`src/rtl/mac_accumulator.sv`:
```
// Multiply-accumulate stage: streams len operand pairs through an array multiplier and
// sums the products. `define MAC_SATURATE_EN to clamp on overflow instead of wrapping.

module array_multiplier #(
   parameter int A_W = 4,
   parameter int B_W = 4
) (
   input  logic [A_W-1:0]     i_a,
   input  logic [B_W-1:0]     i_b,
   output logic [A_W+B_W-1:0] o_p
);

   logic [B_W-1:0][A_W-1:0] w_pp;
   logic [A_W:0]            w_row;
   logic [A_W:0]            w_nrow;
   logic [B_W-1:0]          w_prod_lo;
   logic                    w_c;
   logic                    w_x;
   logic                    w_y;

   generate
      for (genvar gi = 0; gi < B_W; gi++) begin : g_pp_row
         for (genvar gj = 0; gj < A_W; gj++) begin : g_pp_col
            assign w_pp[gi][gj] = i_a[gj] & i_b[gi];
         end
      end
   endgenerate

   // Each row is a ripple of full-adder cells adding the next partial product to the
   // upper bits of the previous row; the row's LSB retires as one product bit.
   always_comb begin
      w_row     = {1'b0, w_pp[0]};
      w_nrow    = '0;
      w_prod_lo = '0;
      w_c       = 1'b0;
      w_x       = 1'b0;
      w_y       = 1'b0;
      w_prod_lo[0] = w_row[0];
      for (int r = 1; r < B_W; r++) begin
         w_c = 1'b0;
         for (int c = 0; c < A_W; c++) begin
            w_x       = w_pp[r][c];
            w_y       = w_row[c+1];
            w_nrow[c] = w_x ^ w_y ^ w_c;
            w_c       = (w_x & w_y) | (w_c & (w_x ^ w_y));
         end
         w_nrow[A_W]  = w_c;
         w_row        = w_nrow;
         w_prod_lo[r] = w_row[0];
      end
   end

   assign o_p = {w_row[A_W:1], w_prod_lo};

endmodule

module mac_accumulator #(
   parameter int ACC_W = 16,
   parameter int LEN_W = 4
) (
   input  logic             clk,
   input  logic             rst,
   input  logic             start,
   input  logic [LEN_W-1:0] len,
   input  logic             in_valid,
   output logic             in_ready,
   input  logic [3:0]       a,
   input  logic [3:0]       b,
   output logic             out_valid,
   input  logic             out_ready,
   output logic [ACC_W-1:0] result,
   output logic             busy,
   output logic             overflow
);

   typedef enum logic [1:0] {
      S_IDLE  = 2'd0,
      S_ACCUM = 2'd1,
      S_DRAIN = 2'd2,
      S_DONE  = 2'd3
   } state_t;

   state_t           r_state;
   state_t           w_state_next;
   logic [LEN_W-1:0] r_count;
   logic [ACC_W-1:0] r_acc;
   logic             r_ovf;
   logic             r_pending;
   logic [3:0]       r_a;
   logic [3:0]       r_b;
   logic [7:0]       w_prod;
   logic [ACC_W:0]   w_sum;
   logic             w_accept;
   logic             w_start_ok;
   logic             w_in_ready;
   logic             w_out_valid;
   logic             w_busy;

   array_multiplier #(.A_W(4), .B_W(4)) u_mul (
      .i_a (r_a),
      .i_b (r_b),
      .o_p (w_prod)
   );

   assign w_sum      = {1'b0, r_acc} + {{(ACC_W-7){1'b0}}, w_prod};
   assign w_accept   = in_valid && w_in_ready;
   assign w_start_ok = (r_state == S_IDLE) && start;

   always_ff @(posedge clk) begin
      if (rst) begin
         r_state <= S_IDLE;
      end else begin
         r_state <= w_state_next;
      end
   end

   always_comb begin
      w_state_next = r_state;
      w_in_ready   = 1'b0;
      w_out_valid  = 1'b0;
      w_busy       = 1'b1;
      case (r_state)
         S_IDLE: begin
            w_busy = 1'b0;
            if (start) begin
               w_state_next = (len != '0) ? S_ACCUM : S_DONE;
            end
         end
         S_ACCUM: begin
            w_in_ready = 1'b1;
            if (in_valid && (r_count == LEN_W'(1))) begin
               w_state_next = S_DRAIN;
            end
         end
         S_DRAIN: begin
            w_state_next = S_DONE;
         end
         S_DONE: begin
            w_out_valid = 1'b1;
            if (out_ready) begin
               w_state_next = S_IDLE;
            end
         end
         default: begin
            w_state_next = S_IDLE;
         end
      endcase
   end

   // The pending flag tracks "operand registers hold a product not yet summed".
   always_ff @(posedge clk) begin
      if (rst) begin
         r_count   <= '0;
         r_acc     <= '0;
         r_ovf     <= 1'b0;
         r_pending <= 1'b0;
         r_a       <= '0;
         r_b       <= '0;
      end else begin
         r_pending <= w_accept;
         if (w_accept) begin
            r_a     <= a;
            r_b     <= b;
            r_count <= r_count - LEN_W'(1);
         end
         if (w_start_ok) begin
            r_count <= len;
            r_acc   <= '0;
            r_ovf   <= 1'b0;
         end else if (r_pending) begin
            if (w_sum[ACC_W]) begin
               r_ovf <= 1'b1;
            end
`ifdef MAC_SATURATE_EN
            r_acc <= w_sum[ACC_W] ? {ACC_W{1'b1}} : w_sum[ACC_W-1:0];
`else
            r_acc <= w_sum[ACC_W-1:0];
`endif
         end
      end
   end

   assign in_ready  = w_in_ready;
   assign out_valid = w_out_valid;
   assign busy      = w_busy;
   assign result    = r_acc;
   assign overflow  = r_ovf;

endmodule

```
`config.mk`:
```
export PLATFORM = sky130hd
export DESIGN_NAME = mac_accumulator
export DESIGN_NICKNAME = d
export VERILOG_FILES = /design/src/rtl/mac_accumulator.sv
export SDC_FILE = /design/constraint.sdc
export NUM_CORES = 1
export LEC_CHECK = 0
export CORE_UTILIZATION = 53
export DETAILED_ROUTE_END_ITERATION = 6
export HOLD_SLACK_MARGIN = 0.08
export PLACE_DENSITY_LB_ADDON = 0.15
export SKIP_LAST_GASP = 1
export SYNTH_ARGS = -nofsm -noshare
export SYNTH_HDL_FRONTEND = slang
export SYNTH_HIERARCHICAL = 1
export SYNTH_SLANG_ARGS = --single-unit
```
`constraint.sdc`:
```
create_clock -name clk -period 6.5 [get_ports clk]
set_input_delay 1.3 -clock clk [delete_from_list [all_inputs] [get_ports clk]]
set_output_delay 1.3 -clock clk [all_outputs]
set_load 0.05 [all_outputs]
```
==> key figures <==
Logic synthesis
  – Top-area cell type share of the netlist area: 0.3008
  – Synthesis Warnings: 6
  – Top_reg_cell synth: dfxtp_1
  – Yosys cell types: 45
  – Cell count after synthesis: between 200 and 300
  – Cell taking the most area after synthesis: dfxtp_1
  – Mean post-synth cell area: about 8.3 um2
  – Cell area after synthesis: 0.002130 mm2
  – Area contributors post-synth: dfxtp_1 (30%), ha_1 (11%), fa_1 (8.5%), nand2_1 (5.8%), a21oi_1 (5.2%)
  – #FFs+latches synth: 32
  – Post-synth net total: 301
  – Ys async rst share: 0
  – Number of synthesized flops with an enable pin: 0
  – Sequential-to-total area share from yosys stat: 0.3008

Global route
  – Overall Global Routing Usage: 0.2269
  – First-pass GRT wire length: approximately 7200 um
  – Largest net degree at the start of global routing: 21
  – Total grt overflow: 0
  – Vias in the first global route: 1624
  – Initial antenna violation count: 0

Pwr
  – Peak VDD IR: ~0.23 mV
  – Comb power frac: 0.270
  – Pwr Total: slightly above 0.0006 W
  – Clk pwr share: 0.339
  – Switching share of power: 0.3266
  – LEAKAGE: ~1.1 nW
  – Internal power: 0.0004198 W
  – Power Density: around 240 mW/mm2
  – Seq pwr share: 0.391
  – Psw: roughly 0.0002 W

STA
  – Period utilisation layout: 0.8015
  – Final Max Tran Viols: 0
  – WHS: about 0.49 ns
  – Least-Margin Pin Slew: approximately 0.73 ns
  – Fin Clk Skew: ~0.0064 ns
  – Final Setup Violations: 0
  – Fmax: 191.9 MHz
  – Final setup TNS: 0 ns
  – Unrepaired setup endpoints after global routing: false
  – Fin crit period: between 5 and 6 ns
  – Final Hold Fails: 0
  – Relative slew margins: 0.5120
  – Final worst setup slack: ~1.3 ns

Placed design
  – RePlAce Congestion: 0.8982
  – # port buffers: 36
  – Pre-CTS setup slack: between 1 and 1.5 ns
  – Detail Placement HPWL: 3235 um

Worst hold path
  – Min-Delay Path Class: flop to flop

Clocking
  – Hold_buf cts: 0
  – Root Buffer: clkbuf_8
  – TritonCTS clock tree: yes
  – Clock slew at reported path FFs: 0.07 ns
  – Clock Tree Buf Depth: 2
  – Post-CTS sizing: 0
  – Post-CTS Setup Bufs: 0
  – Clock buffer count from CTS: 5
  – Worst skew pair latency: approximately 0.30 ns
  – Num Clock Sinks: 32
  – H-Tree Depth: 2

Route
  – Vias per inst: roughly 5.4
  – DRT Wirelength: around 4400 um
  – Vias: 1833
  – ANT nets after route: 0
  – WL/cell: about 13 um
  – DRC viols: 0
  – DRT iter0 DRCs: 77
  – Drt pass-1 iters: 4

Critical path
  – CP Launch Point: r_a[1]$_SDFFE_PP0P_
  – CP arrival: between 5 and 6 ns
  – RR Endpoint: result[14]$_SDFFE_PP0P_
  – CP required: around 6.7 ns
  – Crit path capture type: flop
  – Worst Path Max Fanout: 5
  – CP Launch Type: flop
  – Setup crit end: result[14]$_SDFFE_PP0P_
  – Reg2reg setup slack: approximately 1.3 ns
  – R2R depth: 19
  – Worst R2R Start: r_a[1]$_SDFFE_PP0P_
  – Setup Crit Path Kind: flop to flop

Die
  – Die Ht: about 65 um
  – IO Pins: 37
  – Die Width: roughly 65 um
  – Starting Density: 0.5689
  – Core area: about 0.0037 mm2
  – Die ar.: 0.004275 mm2
  – Rows: 22

Cells and area
  – Area growth syn-to-layout: 23.74%
  – # diodes: 0
  – Fin nets: 336
  – Share of layout cells above drive strength 1: 0.04795

Run
  – Max cap viols: 0

Outcome
  – Outcome: finished, final reports clean
==> cell usage after synthesis (2+ instances only) <==
cell / instances
nand2_1: 33
dfxtp_1: 32
nor2_1: 28
a21oi_1: 22
inv_1: 22
ha_1: 19
and2_1: 10
fa_1: 9
a211oi_1: 8
nand3_1: 8
xnor2_1: 6
clkbuf_1: 5
mux2i_1: 5
xor2_1: 5
nand4_1: 4
o21ai_0: 4
nor4_1: 3
a31oi_1: 2
nand2b_1: 2
nand3b_1: 2
nor3_1: 2
nor3b_1: 2
==> stage by stage <==
stage	cell area [um2]	utilization	instances
global route	2635	0.7039	340
finish	2635	0.7039	340
floorplan	2130	-	256
global placement	2509	0.6701	332
CTS	2635	0.7039	340
detailed placement	2509	0.6701	332
==> placed cells by master (no fill, tap or decap), types with 3 or more instances in the layout <==
| master | instances |
|---|---|
| fa_1 | 9 |
| mux2i_1 | 5 |
| inv_1 | 22 |
| xor2_1 | 5 |
| xnor2_1 | 6 |
| dfxtp_1 | 32 |
| nor2_1 | 28 |
| a211oi_1 | 8 |
| nand4_1 | 4 |
| nand3_1 | 8 |
| o21ai_0 | 4 |
| nand2_1 | 33 |
| clkdlybuf4s50_1 | 36 |
| clkbuf_8 | 7 |
| ha_1 | 19 |
| and2_1 | 10 |
| a21oi_1 | 22 |
| nor4_1 | 3 |
==> registers in the layout, indices dropped and copies added (netlist names) <==
signal and count:
result 16, r_pending 1, r_state 2, r_b 4, r_count 4, r_a 4, overflow 1
==> routing by layer <==
metal	vias up	wire length [um]	global-route usage
li1	950	-	-
met1	828	2028	0.2742
met2	44	2116	0.3673
met3	11	163	0.05208
met4	0	103	0.1304
met5	-	0	0
==> cells by family (layout without fill, tap and decap cells) <==
family | after synthesis | after routing | share of synthesized area
compound gates | 48 | 48 | 0.1445
buf+inv | 30 | 66 | 0.05817
mux | 5 | 5 | 0.02350
simple gates | 102 | 102 | 0.2315
flops | 32 | 32 | 0.3008
xor+xnor | 11 | 11 | 0.04524
fa+ha+maj | 28 | 28 | 0.1962
==> critical path, stage by stage (launching register included) <==
cell,delay (ns)
dfxtp_1,0.39
and2_1,0.15
ha_1,0.13
inv_1,0.04
fa_1,0.38
fa_1,0.46
fa_1,0.42
fa_1,0.49
inv_1,0.05
fa_1,0.38
inv_1,0.07
fa_1,0.16
inv_1,0.05
fa_1,0.43
ha_1,0.37
nand2_2,0.10
nor3_2,0.33
nor2_1,0.10
or4_1,0.48
a21oi_1,0.15
==> worst min-delay path by stage <==
| stage | slack (ns) | cells past startpoint | endpoint | from |
|---|---|---|---|---|
| 3_3_place_gp | 0.48 | 2 | r_a[1]$_SDFFE_PP0P_ | r_a[1]$_SDFFE_PP0P_ |
| 6_report | 0.49 | 2 | r_a[0]$_SDFFE_PP0P_ | r_a[0]$_SDFFE_PP0P_ |
| 5_1_grt | 0.53 | 2 | r_b[1]$_SDFFE_PP0P_ | r_b[1]$_SDFFE_PP0P_ |
| 3_5_place_dp | 0.48 | 2 | r_a[0]$_SDFFE_PP0P_ | r_a[0]$_SDFFE_PP0P_ |
| 4_1_cts | 0.49 | 2 | r_a[0]$_SDFFE_PP0P_ | r_a[0]$_SDFFE_PP0P_ |
| 2_1_floorplan | 0.46 | 2 | r_a[0]$_SDFFE_PP0P_ | r_a[0]$_SDFFE_PP0P_ |
==> power groups by stage <==
stage,clock network (W),logic (W),registers (W)
2_1_floorplan,0,0.000131,0.000240
3_3_place_gp,0,0.000166,0.000247
3_5_place_dp,0,0.000169,0.000247
4_1_cts,0.000217,0.000170,0.000243
5_1_grt,0.000224,0.000188,0.000247
6_report,0.000211,0.000168,0.000244
==> cell type report <==
class	instances	area (um2)
well taps	48	60.06
fillers	328	1109
clock buffers	7	96.34
multi-input cells	194	1365
repair buffers	36	360.3
inverters	22	82.58
flip-flops and latches	32	640.6
clock inverters	1	30.03
Note: power is estimated with default switching activity, not from simulation.
